<file path="src/rtl/axi_top.sv">
// AXI4 write/read-back self-test: an INCR-burst master writes a known pattern into
// a word-addressed memory slave, reads it back and flags any data or response error.
module axi_top #(
  parameter int unsigned DATA_WIDTH = 32,
  parameter int unsigned MEM_WORDS  = 16,
  parameter int unsigned BURST_LEN  = 4,
  parameter int unsigned NUM_BURSTS = 4
) (
  input  logic clk,
  input  logic rst_n,
  output logic req_finish,
  output logic req_error
);

  localparam int unsigned ADDR_W  = 32;
  localparam int unsigned STRB_W  = DATA_WIDTH / 8;
  localparam int unsigned BEAT_W  = (BURST_LEN > 1) ? $clog2(BURST_LEN) : 1;
  localparam int unsigned BURST_W = (NUM_BURSTS > 1) ? $clog2(NUM_BURSTS) : 1;
  localparam int unsigned IDX_W   = (MEM_WORDS > 1) ? $clog2(MEM_WORDS) : 1;

  localparam logic [1:0] RESP_OKAY   = 2'b00;
  localparam logic [1:0] RESP_SLVERR = 2'b10;
  localparam logic [1:0] BURST_INCR  = 2'b01;
  localparam logic [2:0] SIZE_WORD   = 3'd2;
  localparam logic [7:0] AXLEN       = 8'(BURST_LEN - 1);

  localparam logic [DATA_WIDTH-1:0] PATTERN    = DATA_WIDTH'(32'hA5A5_0000);
  localparam logic [BURST_W-1:0]    LAST_BURST = BURST_W'(NUM_BURSTS - 1);
  localparam logic [BEAT_W-1:0]     LAST_BEAT  = BEAT_W'(BURST_LEN - 1);

  logic [ADDR_W-1:0]     awaddr;
  logic [7:0]            awlen;
  logic [2:0]            awsize;
  logic [1:0]            awburst;
  logic                  awvalid, awready;
  logic [DATA_WIDTH-1:0] wdata;
  logic [STRB_W-1:0]     wstrb;
  logic                  wlast, wvalid, wready;
  logic [1:0]            bresp;
  logic                  bvalid, bready;
  logic [ADDR_W-1:0]     araddr;
  logic [7:0]            arlen;
  logic [2:0]            arsize;
  logic [1:0]            arburst;
  logic                  arvalid, arready;
  logic [DATA_WIDTH-1:0] rdata;
  logic [1:0]            rresp;
  logic                  rlast, rvalid, rready;

  logic aw_hs, w_hs, b_hs, ar_hs, r_hs;
  assign aw_hs = awvalid & awready;
  assign w_hs  = wvalid & wready;
  assign b_hs  = bvalid & bready;
  assign ar_hs = arvalid & arready;
  assign r_hs  = rvalid & rready;

  function automatic logic [DATA_WIDTH-1:0] pattern_word(input logic [BURST_W-1:0] b,
                                                          input logic [BEAT_W-1:0] k);
    return PATTERN | DATA_WIDTH'(32'(b) * BURST_LEN + 32'(k));
  endfunction

  function automatic logic [ADDR_W-1:0] burst_addr(input logic [BURST_W-1:0] b);
    return ADDR_W'(32'(b) * BURST_LEN * 32'd4);
  endfunction

  // ---------------------------------------------------------------- master
  typedef enum logic [2:0] {
    IDLE, WR_ADDR, WR_DATA, WR_RESP, RD_ADDR, RD_DATA, DONE
  } m_state_e;

  m_state_e              m_state_q, m_state_d;
  logic [BURST_W-1:0]    m_burst_q, m_burst_d;
  logic [BEAT_W-1:0]     m_beat_q, m_beat_d;
  logic                  awvalid_q, awvalid_d, wvalid_q, wvalid_d, bready_q, bready_d;
  logic                  arvalid_q, arvalid_d, rready_q, rready_d;
  logic                  wlast_q, wlast_d, finish_q, finish_d, error_q, error_d;
  logic [ADDR_W-1:0]     maddr_q, maddr_d;
  logic [DATA_WIDTH-1:0] wdata_q, wdata_d;

  always_comb begin
    m_state_d = m_state_q;
    m_burst_d = m_burst_q;
    m_beat_d  = m_beat_q;
    error_d   = error_q;
    case (m_state_q)
      IDLE:    m_state_d = WR_ADDR;
      WR_ADDR: if (aw_hs) begin
        m_state_d = WR_DATA;
        m_beat_d  = '0;
      end
      WR_DATA: if (w_hs) begin
        if (wlast_q) begin
          m_state_d = WR_RESP;
          m_beat_d  = '0;
        end else begin
          m_beat_d = m_beat_q + BEAT_W'(1);
        end
      end
      WR_RESP: if (b_hs) begin
        if (bresp != RESP_OKAY) error_d = 1'b1;
        if (m_burst_q == LAST_BURST) begin
          m_state_d = RD_ADDR;
          m_burst_d = '0;
        end else begin
          m_state_d = WR_ADDR;
          m_burst_d = m_burst_q + BURST_W'(1);
        end
      end
      RD_ADDR: if (ar_hs) begin
        m_state_d = RD_DATA;
        m_beat_d  = '0;
      end
      RD_DATA: if (r_hs) begin
        // Each returned beat must equal the pattern that was written to that word
        if ((rdata != pattern_word(m_burst_q, m_beat_q)) || (rresp != RESP_OKAY)) error_d = 1'b1;
        if (rlast) begin
          m_beat_d = '0;
          if (m_burst_q == LAST_BURST) begin
            m_state_d = DONE;
          end else begin
            m_state_d = RD_ADDR;
            m_burst_d = m_burst_q + BURST_W'(1);
          end
        end else begin
          m_beat_d = m_beat_q + BEAT_W'(1);
        end
      end
      DONE:    m_state_d = DONE;
      default: m_state_d = IDLE;
    endcase

    // Channel controls are decoded from the next state so they leave a flop
    awvalid_d = (m_state_d == WR_ADDR);
    wvalid_d  = (m_state_d == WR_DATA);
    bready_d  = (m_state_d == WR_RESP);
    arvalid_d = (m_state_d == RD_ADDR);
    rready_d  = (m_state_d == RD_DATA);
    finish_d  = (m_state_d == DONE);
    maddr_d   = burst_addr(m_burst_d);
    wdata_d   = pattern_word(m_burst_d, m_beat_d);
    wlast_d   = (m_beat_d == LAST_BEAT);
  end

  always_ff @(posedge clk) begin
    if (!rst_n) begin
      m_state_q <= IDLE;
      m_burst_q <= '0;
      m_beat_q  <= '0;
      awvalid_q <= 1'b0;
      wvalid_q  <= 1'b0;
      bready_q  <= 1'b0;
      arvalid_q <= 1'b0;
      rready_q  <= 1'b0;
      wlast_q   <= 1'b0;
      finish_q  <= 1'b0;
      error_q   <= 1'b0;
      maddr_q   <= '0;
      wdata_q   <= '0;
    end else begin
      m_state_q <= m_state_d;
      m_burst_q <= m_burst_d;
      m_beat_q  <= m_beat_d;
      awvalid_q <= awvalid_d;
      wvalid_q  <= wvalid_d;
      bready_q  <= bready_d;
      arvalid_q <= arvalid_d;
      rready_q  <= rready_d;
      wlast_q   <= wlast_d;
      finish_q  <= finish_d;
      error_q   <= error_d;
      maddr_q   <= maddr_d;
      wdata_q   <= wdata_d;
    end
  end

  assign awaddr     = maddr_q;
  assign awlen      = AXLEN;
  assign awsize     = SIZE_WORD;
  assign awburst    = BURST_INCR;
  assign awvalid    = awvalid_q;
  assign wdata      = wdata_q;
  assign wstrb      = '1;
  assign wlast      = wlast_q;
  assign wvalid     = wvalid_q;
  assign bready     = bready_q;
  assign araddr     = maddr_q;
  assign arlen      = AXLEN;
  assign arsize     = SIZE_WORD;
  assign arburst    = BURST_INCR;
  assign arvalid    = arvalid_q;
  assign rready     = rready_q;
  assign req_finish = finish_q;
  assign req_error  = error_q;

  // ----------------------------------------------------------------- slave
  typedef enum logic [2:0] {
    S_IDLE, S_AW, S_W, S_B, S_AR, S_R
  } s_state_e;

  s_state_e                             s_state_q, s_state_d;
  logic [ADDR_W-3:0]                    s_word_q, s_word_d;
  logic [7:0]                           s_len_q, s_len_d, s_beat_q, s_beat_d;
  logic                                 s_ok_q, s_ok_d;
  logic [MEM_WORDS-1:0][DATA_WIDTH-1:0] mem_q, mem_d;
  logic                                 awready_q, awready_d, wready_q, wready_d, bvalid_q, bvalid_d;
  logic                                 arready_q, arready_d, rvalid_q, rvalid_d, rlast_q, rlast_d;
  logic [1:0]                           bresp_q, bresp_d, rresp_q, rresp_d;
  logic [DATA_WIDTH-1:0]                rdata_q, rdata_d;
  logic [IDX_W-1:0]                     w_idx;

  // Word index wraps modulo the memory depth
  function automatic logic [IDX_W-1:0] word_idx(input logic [ADDR_W-3:0] word,
                                                input logic [7:0] beat);
    return IDX_W'((32'(word) + 32'(beat)) % MEM_WORDS);
  endfunction

  assign w_idx = word_idx(s_word_q, s_beat_q);

  always_comb begin
    s_state_d = s_state_q;
    s_word_d  = s_word_q;
    s_len_d   = s_len_q;
    s_ok_d    = s_ok_q;
    s_beat_d  = s_beat_q;
    mem_d     = mem_q;
    bresp_d   = bresp_q;
    rdata_d   = rdata_q;
    rresp_d   = rresp_q;
    rlast_d   = rlast_q;
    case (s_state_q)
      S_IDLE: begin
        if (awvalid)      s_state_d = S_AW;
        else if (arvalid) s_state_d = S_AR;
      end
      S_AW: if (aw_hs) begin
        s_state_d = S_W;
        s_word_d  = awaddr[ADDR_W-1:2];
        s_len_d   = awlen;
        s_ok_d    = (awaddr[1:0] == 2'b00) && (awsize == SIZE_WORD) && (awburst == BURST_INCR);
        s_beat_d  = '0;
      end
      S_W: if (w_hs) begin
        for (int i = 0; i < STRB_W; i++) begin
          if (wstrb[i]) mem_d[w_idx][8*i +: 8] = wdata[8*i +: 8];
        end
        s_beat_d = s_beat_q + 8'd1;
        if (wlast) begin
          s_state_d = S_B;
          bresp_d   = (s_ok_q && (s_beat_q == s_len_q)) ? RESP_OKAY : RESP_SLVERR;
        end
      end
      S_B: if (b_hs) s_state_d = S_IDLE;
      S_AR: if (ar_hs) begin
        s_state_d = S_R;
        s_word_d  = araddr[ADDR_W-1:2];
        s_len_d   = arlen;
        s_beat_d  = '0;
        rdata_d   = mem_q[word_idx(araddr[ADDR_W-1:2], 8'd0)];
        rresp_d   = ((araddr[1:0] == 2'b00) && (arsize == SIZE_WORD) && (arburst == BURST_INCR))
                    ? RESP_OKAY : RESP_SLVERR;
        rlast_d   = (arlen == 8'd0);
      end
      S_R: if (r_hs) begin
        if (rlast_q) begin
          s_state_d = S_IDLE;
        end else begin
          s_beat_d = s_beat_q + 8'd1;
          rdata_d  = mem_q[word_idx(s_word_q, s_beat_q + 8'd1)];
          rlast_d  = ((s_beat_q + 8'd1) == s_len_q);
        end
      end
      default: s_state_d = S_IDLE;
    endcase

    awready_d = (s_state_d == S_AW);
    wready_d  = (s_state_d == S_W);
    bvalid_d  = (s_state_d == S_B);
    arready_d = (s_state_d == S_AR);
    rvalid_d  = (s_state_d == S_R);
  end

  always_ff @(posedge clk) begin
    if (!rst_n) begin
      s_state_q <= S_IDLE;
      s_word_q  <= '0;
      s_len_q   <= '0;
      s_ok_q    <= 1'b0;
      s_beat_q  <= '0;
      mem_q     <= '0;
      awready_q <= 1'b0;
      wready_q  <= 1'b0;
      bvalid_q  <= 1'b0;
      bresp_q   <= RESP_OKAY;
      arready_q <= 1'b0;
      rvalid_q  <= 1'b0;
      rdata_q   <= '0;
      rresp_q   <= RESP_OKAY;
      rlast_q   <= 1'b0;
    end else begin
      s_state_q <= s_state_d;
      s_word_q  <= s_word_d;
      s_len_q   <= s_len_d;
      s_ok_q    <= s_ok_d;
      s_beat_q  <= s_beat_d;
      mem_q     <= mem_d;
      awready_q <= awready_d;
      wready_q  <= wready_d;
      bvalid_q  <= bvalid_d;
      bresp_q   <= bresp_d;
      arready_q <= arready_d;
      rvalid_q  <= rvalid_d;
      rdata_q   <= rdata_d;
      rresp_q   <= rresp_d;
      rlast_q   <= rlast_d;
    end
  end

  assign awready = awready_q;
  assign wready  = wready_q;
  assign bvalid  = bvalid_q;
  assign bresp   = bresp_q;
  assign arready = arready_q;
  assign rvalid  = rvalid_q;
  assign rdata   = rdata_q;
  assign rresp   = rresp_q;
  assign rlast   = rlast_q;

endmodule

</file>
<file path="config.mk">
export PLATFORM = sky130hd
export DESIGN_NAME = axi_top
export DESIGN_NICKNAME = d
export VERILOG_FILES = /design/src/rtl/axi_top.sv
export SDC_FILE = /design/constraint.sdc
export NUM_CORES = 1
export LEC_CHECK = 0
export CORE_MARGIN = 2
export CORE_UTILIZATION = 60
export CTS_BUF_LIST = sky130_fd_sc_hd__clkbuf_2 sky130_fd_sc_hd__clkbuf_4 sky130_fd_sc_hd__clkbuf_8
export DETAILED_ROUTE_END_ITERATION = 8
export DONT_BUFFER_PORTS = 1
export GPL_TIMING_DRIVEN = 0
export MAX_ROUTING_LAYER = met4
export PLACE_DENSITY = 0.81
export SKIP_LAST_GASP = 1
export SLEW_MARGIN = 10
export SYNTH_ARGS = -nofsm -noshare
export SYNTH_HDL_FRONTEND = slang
export SYNTH_SLANG_ARGS = --single-unit
</file>
<file path="constraint.sdc">
create_clock -name clk -period 2.7 [get_ports clk]
set_input_delay 0.27 -clock clk [delete_from_list [all_inputs] [get_ports clk]]
set_output_delay 0.27 -clock clk [all_outputs]
set_load 0.02 [all_outputs]
</file>
==> results of run 1 <==
==> what timing repair did <==
| action | in CTS | in global routing |
|---|---|---|
| buffers inserted | 0 | 5 |
| gates resized for setup | 21 | 6 |
| pin swaps | 0 | 1 |
| setup endpoints to repair | 8 | 7 |
| hold endpoints to repair | 1 | 0 |
| hold buffers | 1 | 0 |
==> cells in the mapped netlist, drive strengths merged, types with 3 or more instances <==
cell and number:
dfxtp 140, o21ai 87, nand2 84, a21boi 82
clkbuf 39, nor2 36, nor2b 32, mux2i 31
mux4 30, nand3 27, buf 25, a21oi 15
nor3 10, and2 9, ha 9, inv 9
and3 7, mux2 6, nand2b 5, nand4 5
or3 5, a31oi 4, nand3b 4, xor2 4
a211oi 3, nor3b 3, o211ai 3, o221ai 3
o311a 3
==> cells in the final DEF, fill, tap and decap left out, drive strengths merged, types with 10 or more instances in the layout <==
cell / n
inv: 12
dfxtp: 140
a21boi: 82
nor2b: 32
o21ai: 87
nand2: 84
a21oi: 15
clkbuf: 57
mux4: 30
buf: 30
nor3: 10
mux2i: 31
nor2: 36
nand3: 27
==> cells by family after synthesis <==
family,Yosys count,synth area share (%)
adders and majority gates,9,1.579
and+or+nand+nor,237,17.62
muxes,67,14.77
AOI/OAI and AO/OA,221,20.39
DFF,140,39.31
xor gates and xnor gates,8,1.474
buffers and inverters,74,4.860
==> final cells by class <==
cell class,instances,area share [%]
Clock inverter,13,2.685
Multi-Input combinational cell,542,50.83
Buffer,63,4.502
Sequential cell,140,35.44
Inverter,10,0.5370
Clock buffer,19,3.143
Tap cell,143,2.259
Timing Repair Buffer,6,0.6002
==> per-layer routing <==
metal  up-vias  wire length [µm]  GRT usage (%)
met3        81              1765          7.392
met5         -                 0              -
met1      2999              7880          40.70
li1       2764                 -              -
met2       345              9891          53.53
met4         0               705          14.88
==> through the flow <==
step	utilization, %	worst slack, ns	hold WS [ns]
after CTS	68.21	0.0002525	0.1514
after global routing	68.79	-0.03829	0.2091
after detailed placement	63.48	-0.6858	0.2979
after floorplan	-	0.006718	0.2977
final	68.79	0.04502	0.1532
after global placement	63.48	-0.6613	0.2980
==> critical path: cells and delay by family, from the launching register on <==
family | cells | cell delay [ns]
AND/OR/NAND/NOR | 2 | 0.15
XOR/XNOR | 1 | 0.16
adder cells (fa/ha/maj) | 2 | 0.48
AO/OA/AOI/OAI | 1 | 0.21
buffers and inverters | 2 | 0.40
flip-flops | 1 | 0.39
multiplexers | 2 | 0.75
==> registers in the layout, summed over array words and instances (netlist names), 2 cells and up <==
name / flops
wdata: 2
rdata: 6
m_state_q: 3
araddr: 2
s_beat_q: 8
s_state_q: 3
s_word_q: 2
mem_q: 96
==> how the worst max path moves through the flow <==
| stage | from | end | slack [ns] | cells after the start |
|---|---|---|---|---|
| after floorplan | s_beat_q[0]$_SDFFE_PN0P_ | rdata[29]$_SDFFE_PN0P_ | 0.007 | 11 |
| final | s_beat_q[1]$_SDFFE_PN0P_ | rdata[29]$_SDFFE_PN0P_ | 0.05 | 10 |
| after detailed placement | s_beat_q[0]$_SDFFE_PN0P_ | rdata[29]$_SDFFE_PN0P_ | -0.69 | 11 |
| after CTS | s_beat_q[0]$_SDFFE_PN0P_ | rdata[29]$_SDFFE_PN0P_ | 0.0003 | 11 |
| after global placement | s_beat_q[0]$_SDFFE_PN0P_ | rdata[29]$_SDFFE_PN0P_ | -0.66 | 12 |
| after global routing | s_beat_q[1]$_SDFFE_PN0P_ | rdata[29]$_SDFFE_PN0P_ | -0.04 | 10 |
==> power by group through the flow <==
stage                     Combinational, µW  Sequential, µW  Clock [µW]
after floorplan                         117            2130           0
after global placement                  154            2140           0
after detailed placement                159            2140           0
after CTS                               161            2090        1980
after global routing                    178            2090        2070
final                                   166            2090        2000
==> flow_metrics.tcl, run 1 <==
set metrics [dict create \
    status "completed" \
    rr_worst_depth 10 \
    antenna_found_initial 0 \
    synth.largest_area_cell "dfxtp_1" \
    fmax_mhz 376.7 \
    p_leak_uw 0.002880 \
    grt_setup_unrepaired "yes" \
    r2r_slack_ns 0.05 \
    fin_total_pwr_uw 4252 \
    crit_type "reg2reg" \
    worst-path-max-fanout 10 \
    multi_input_area_um2 4026 \
    routed_wl_um 20240 \
    critical_path_arrival_ns 3.02 \
    finalNonFillerCells 936 \
    slew-limit-headroom_pct 50.46 \
    path_clk_slew_ns 0.08 \
    cts_buffer_depth 2 \
    netlist_area_um2 7131 \
    ys.flop_type "dfxtp_1" \
    grt_pass1_vias 5892 \
    sw_frac_of_total_pct 23.21 \
    end_kind "flop" \
    dr.first_iter.drc_count 695 \
    viasPerCell 6.612 \
    skew_ns 0.01161 \
    crit_chain "ha_4, xor2_2, ha_1, buf_2, buf_6, mux4_2, mux2i_1, nor2_1, a211oi_2, nor2_1" \
    maxCapViolCount 0 \
    grt_max_degree 17 \
    clk_latency_ns 0.48 \
    ys_ff_latch 140 \
    worst_pin_slew_ns 0.7431 \
    async_flop_share_pct 0 \
    fin_crit_sh_pct 98.33 \
    drive_gt1_share_pct 16.52 \
    num-fill-cells 874 \
    ys_seq_area_share_pct 39.31 \
    slew_violations 0 \
    grt-ovfl-total 0 \
    port_buffers 0 \
    seqCellArea_um2 2808 \
    dr.pass1.iters 6 \
    critPathLaunchType "flop" \
    gp_congestion 1.032 \
    syn-num-nets 767 \
    cp_slowest_cell "mux4_2" \
    drc 0 \
    grtUsageTotal_pct 33.41 \
    worstPathRequired_ns 3.07 \
    antennaDiodeCount 0 \
    dp.cells 899 \
    cts_buffers 17 \
    period_minus_slack_ns 2.655 \
    power_frac_seq_pct 49.1 \
    fp-row-count 39 \
    die_w_um 113.0 \
    p_sw_uw 986.8 \
    nets 791 \
    postPlaceCellArea_um2 7311 \
    regToRegStartpoint "s_beat_q[1]$_SDFFE_PN0P_" \
    start_util_pct 61.92 \
    worstHoldEndpoint "bready$_SDFF_PN0_" \
    cpMostUsedCell "nor2_1" \
    r2r-end "rdata[29]$_SDFFE_PN0P_" \
    critPathMaxStageDelay_ns 0.54 \
    netlist_instances 756 \
    cts_tree "yes" \
    cts_root_buf "clkbuf_8" \
    intPower_uw 3265 \
    hold_depth 3 \
    hp-start "rst_n" \
    pwr-share-comb_pct 3.9 \
    setup_violations 0 \
    htree_num_levels 4 \
    coreArea_um2 11520 \
    routedWlPerCell_um 21.63 \
    synth_top_area_share_pct 39.31 \
    io_pins 4 \
    grt_pass1_wl_um 31910 \
    peakVddDrop_v 0.0004724 \
    finalSetupTns_ns 0 \
    p_clk_share_pct 47.0 \
    power_density_nw_per_um2 536.7 \
    ys_types 71 \
    avgSynthCellArea_um2 9.432 \
    ant_nets 0 \
    vias 6189 \
    yosys_warnings 0 \
    clock_sinks 140 \
    hpwl_um 14250 \
    ys_top_cells_by_area "dfxtp_1, mux4_2, o21ai_0, a21boi_0, nand2_1" \
    dieArea_um2 12770 \
    final_hold_viol_count 0 \
    final_cell_area_um2 7921 \
    hold_path_class "in2reg" \
    synth-edff-count 0 \
    syn2layout_area_growth_pct 11.09 \
    die_h_um 113.0 \
]
Power figures use the tool's default switching activity.
==> inputs of run 2 (changes only) <==
CORE_UTILIZATION = 58   (was 60)
CTS_BUF_LIST = default   (was sky130_fd_sc_hd__clkbuf_2 sky130_fd_sc_hd__clkbuf_4 sky130_fd_sc_hd__clkbuf_8)
PLACE_DENSITY = 0.78   (was 0.81)
==> flow_metrics.tcl, run 2 (same netlist as run 1, synthesis figures left out) <==
set metrics [dict create \
    status "completed" \
    drive_gt1_share_pct 16.73 \
    dieArea_um2 13200 \
    final_cell_mix "dfxtp_1, o21ai_0, nand2_1" \
    crit_type "reg2reg" \
    maxCapViolCount 0 \
    die_h_um 114.9 \
    cts_root_buf "clkbuf_16" \
    antenna_found_initial 0 \
    grt_max_degree 17 \
    grtUsageTotal_pct 34.18 \
    worst-path-max-fanout 11 \
    cts_buffers 17 \
    pwr-share-comb_pct 3.6 \
    antennaDiodeCount 0 \
    grt_pass1_wl_um 33000 \
    critical_path_arrival_ns 2.94 \
    ant_nets 0 \
    p_clk_share_pct 52.2 \
    dr.pass1.iters 6 \
    cts_tree "yes" \
    p_sw_uw 1098 \
    fp-row-count 40 \
    largest_register_ffs 96 \
    end_kind "flop" \
    final_hold_viol_count 0 \
    viasPerCell 6.568 \
    layout_commonest_cell "dfxtp_1" \
    clk_latency_ns 0.44 \
    critPathLaunchType "flop" \
    dr.first_iter.drc_count 1001 \
    grt_pass1_vias 6128 \
    worstPathRequired_ns 2.99 \
    port_buffers 0 \
    power_frac_seq_pct 44.2 \
    cts_buffer_depth 2 \
    nets 793 \
    grt-ovfl-total 0 \
    finalSetupTns_ns 0 \
    worst_pin_slew_ns 0.7627 \
    syn2layout_area_growth_pct 13.90 \
    fin_crit_sh_pct 97.99 \
    sw_frac_of_total_pct 23.20 \
    vias 6187 \
    fin_total_pwr_uw 4732 \
    largest-register "mem_q" \
    die_w_um 114.9 \
    hpwl_um 14490 \
    slew_violations 0 \
    slew-limit-headroom_pct 49.16 \
    clock_sinks 140 \
    gp_congestion 1.010 \
    utilization_pct 67.61 \
    coreArea_um2 12010 \
    fmax_mhz 378.0 \
    intPower_uw 3634 \
    htree_num_levels 4 \
    routedWlPerCell_um 22.12 \
    routed_wl_um 20840 \
    power_density_nw_per_um2 582.6 \
    peakVddDrop_v 0.0007410 \
    skew_ns 0.008188 \
    p_leak_uw 0.002966 \
    path_clk_slew_ns 0.06 \
    grt_setup_unrepaired "yes" \
    drc 0 \
    hold_path_class "in2reg" \
    io_pins 4 \
    setup_violations 0 \
    period_minus_slack_ns 2.646 \
    start_util_pct 59.36 \
]
==> run 2: cell count changes in the layout (fill, tap and decap cells not counted), moves of 3 or more <==
cell	delta
buf_6	-3
clkbuf_16	+17
clkbuf_8	-16
clkinvlp_4	+3
==> run 2: worst paths after layout <==
| check | depth (start not counted) | end | slack, ns | from |
|---|---|---|---|---|
| worst min register to register | 2 | mem_q[482]$_SDFFE_PN0P_ | 0.48 | mem_q[482]$_SDFFE_PN0P_ |
| worst max-delay path | 11 | rdata[23]$_SDFFE_PN0P_ | 0.05 | s_beat_q[0]$_SDFFE_PN0P_ |
| worst max register to register | 11 | rdata[23]$_SDFFE_PN0P_ | 0.05 | s_beat_q[0]$_SDFFE_PN0P_ |
| worst min-delay path | 3 | awvalid$_SDFF_PN0_ | 0.18 | rst_n |
==> run 2: through the flow <==
step,hold WS (ns),cell area [µm²],setup slack [ns],std cells
finish,0.1808,8122,0.05430,942
global route,0.2237,8122,-0.01864,942
CTS,0.1763,8028,-0.03270,935
floorplan,0.2977,7132,0.006718,756
global placement,0.2981,7316,-0.6639,903
detailed placement,0.2980,7316,-0.6552,903
==> run 2: layer usage <==
metal | routed length [µm] | up-vias | share of wire (%) | global-route usage (%)
li1 | - | 2788 | - | -
met1 | 8199 | 2934 | 39 | 40.43
met2 | 9979 | 370 | 48 | 54.39
met3 | 1576 | 95 | 7.6 | 7.327
met4 | 1081 | 0 | 5.2 | 18.80
met5 | 0 | - | 0 | -
==> run 2: cell type report <==
type	count	area, µm²
multi-input combinational	542	4023
fill	925	3890
sequential	140	2810
clock buffer	18	439.2
buffer	63	376.6
clock inverter	14	183.9
tap	147	183.9
timing repair buffer	8	62.56
inverter	10	42.54
==> run 2: power by group through the flow <==
stage / Clock (µW) / Sequential, µW / Combinational [µW]
2_1_floorplan: 0 / 2130 / 117
3_3_place_gp: 0 / 2140 / 155
3_5_place_dp: 0 / 2140 / 159
4_1_cts: 2470 / 2090 / 164
5_1_grt: 2550 / 2090 / 183
6_report: 2470 / 2090 / 170
==> run 2: worst max-delay path, stage by stage, from the launching register on <==
cell      delay, ns
dfxtp_4        0.39
buf_12         0.15
clkinv_4       0.09
clkbuf_8       0.19
ha_4           0.28
buf_12         0.14
buf_12         0.15
mux4_2         0.56
mux2i_2        0.21
nor3_1         0.07
a21oi_1        0.14
a31oi_1        0.10
==> run 2: what timing repair did <==
action | CTS | global route
endpoints found under the setup margin | 8 | 7
hold endpoints to repair | 1 | 0
hold buffers | 1 | 0
pin swaps | 0 | 1
setup buffers | 0 | 7
resized for setup | 22 | 12
==> inputs of run 3 (changes only) <==
CORE_ASPECT_RATIO = 1.5   (was default)
==> flow_metrics.tcl, run 3 (same netlist as run 1, synthesis figures left out) <==
set metrics [dict create \
    status "completed" \
    antennaDiodeCount 0 \
    worst_pin_slew_ns 0.7155 \
    cts_tree "yes" \
    nets 792 \
    grt_setup_unrepaired "no" \
    io_pins 4 \
    critPathMaxStageDelay_ns 0.54 \
    drc 0 \
    period_minus_slack_ns 2.632 \
    clk_latency_ns 0.43 \
    syn2layout_area_growth_pct 13.83 \
    cts_root_buf "clkbuf_16" \
    final_cell_mix "dfxtp_1, o21ai_0, nand2_1" \
    coreArea_um2 12020 \
    final_hold_viol_count 0 \
    start_util_pct 59.34 \
    cts_buffers 17 \
    power_density_nw_per_um2 578.0 \
    grt-ovfl-total 0 \
    gp_congestion 0.9321 \
    fin_crit_sh_pct 97.49 \
    crit_type "reg2reg" \
    dieArea_um2 13220 \
    whs_ns 0.2323 \
    antenna_found_initial 0 \
    largest_register_ffs 96 \
    grt_max_degree 19 \
    grtUsageTotal_pct 33.84 \
    maxCapViolCount 0 \
    peakVddDrop_v 0.0004479 \
    end_kind "flop" \
    critPathLaunchType "flop" \
    hpwl_um 15170 \
    critical_path_arrival_ns 2.94 \
    drive_gt1_share_pct 16.62 \
    ant_nets 0 \
    cts_buffer_depth 2 \
    path_clk_slew_ns 0.06 \
    die_h_um 139.8 \
    skew_ns 0.01034 \
    largest-register "mem_q" \
    setup_violations 0 \
    slew_violations 0 \
    p_leak_uw 0.002953 \
    dr.pass1.iters 5 \
    cp_slowest_cell "mux4_2" \
    hold_path_class "in2reg" \
    routed_wl_um 20920 \
    slew-limit-headroom_pct 51.94 \
    viasPerCell 6.468 \
    layout_commonest_cell "dfxtp_1" \
    die_w_um 94.53 \
    dr.first_iter.drc_count 594 \
    grt_pass1_vias 6102 \
    routedWlPerCell_um 22.09 \
    worstPathRequired_ns 3.01 \
    clock_sinks 140 \
    port_buffers 0 \
    htree_num_levels 4 \
    cpMostUsedCell "buf_12" \
    fp-row-count 49 \
    crit_chain "buf_12, clkinv_4, clkbuf_8, ha_4, buf_12, buf_12, buf_4, mux4_2, a31oi_1, a21oi_1" \
    worst-path-max-fanout 11 \
    fmax_mhz 379.9 \
    grt_pass1_wl_um 32460 \
    fin_total_pwr_uw 4692 \
    vias 6125 \
]
-- run 3: cell type report --
class	count	area [µm²]
tap	153	191.4
clock buffer	19	442.9
sequential	140	2810
timing repair buffer	8	62.56
inverter	10	42.54
multi-input combinational	542	4026
fill	974	3900
clock inverter	13	163.9
buffer	62	376.6
-- run 3: routing by layer --
layer,routed length [µm],GRT usage [%]
met1,7685,34.69
met2,10670,56.47
met3,1058,7.038
met4,1513,23.87
met5,0,-
-- run 3: stage by stage --
step / TNS (ns) / instance area, µm² / instances / util (%) / setup slack [ns]
global route: 0 / 8117 / 947 / 67.54 / 0.004071
CTS: -0.02412 / 8013 / 940 / 66.68 / -0.02412
global placement: -4.316 / 7323 / 909 / 60.94 / -0.7194
floorplan: 0 / 7132 / 756 / - / 0.006718
detailed placement: -4.308 / 7323 / 909 / 60.94 / -0.6913
finish: 0 / 8117 / 947 / 67.54 / 0.06768
-- run 3: report_power, final --
group	internal, µW	total [µW]	switching, µW
registers	2080	2090	14.7
clock network	1480	2430	950
logic	62.4	169	107
-- run 3: worst paths after layout --
path,start,endpoint,slack (ns),cells past startpoint
setup / recovery,s_beat_q[0]$_SDFFE_PN0P_,rdata[1]$_SDFFE_PN0P_,0.07,10
hold / removal,rst_n,bready$_SDFF_PN0_,0.23,3
setup reg to reg,s_beat_q[0]$_SDFFE_PN0P_,rdata[1]$_SDFFE_PN0P_,0.07,10
hold reg to reg,s_ok_q$_SDFFE_PN0P_,s_ok_q$_SDFFE_PN0P_,0.47,1
-- run 3: timing repair --
action | in CTS | in global routing
setup buffers | 0 | 7
hold endpoints to repair | 1 | 0
pin swaps | 0 | 1
gates resized for setup | 22 | 11
hold buffers | 1 | 0
setup endpoints to repair | 10 | 6
-- run 3: worst max-delay path, delay by kind of cell (launching register included) --
family	cells	cell delay, ns
AOI/OAI and AO/OA	2	0.41
adders and majority gates	1	0.28
buffers and inverters	6	0.88
DFF	1	0.39
muxes	1	0.54
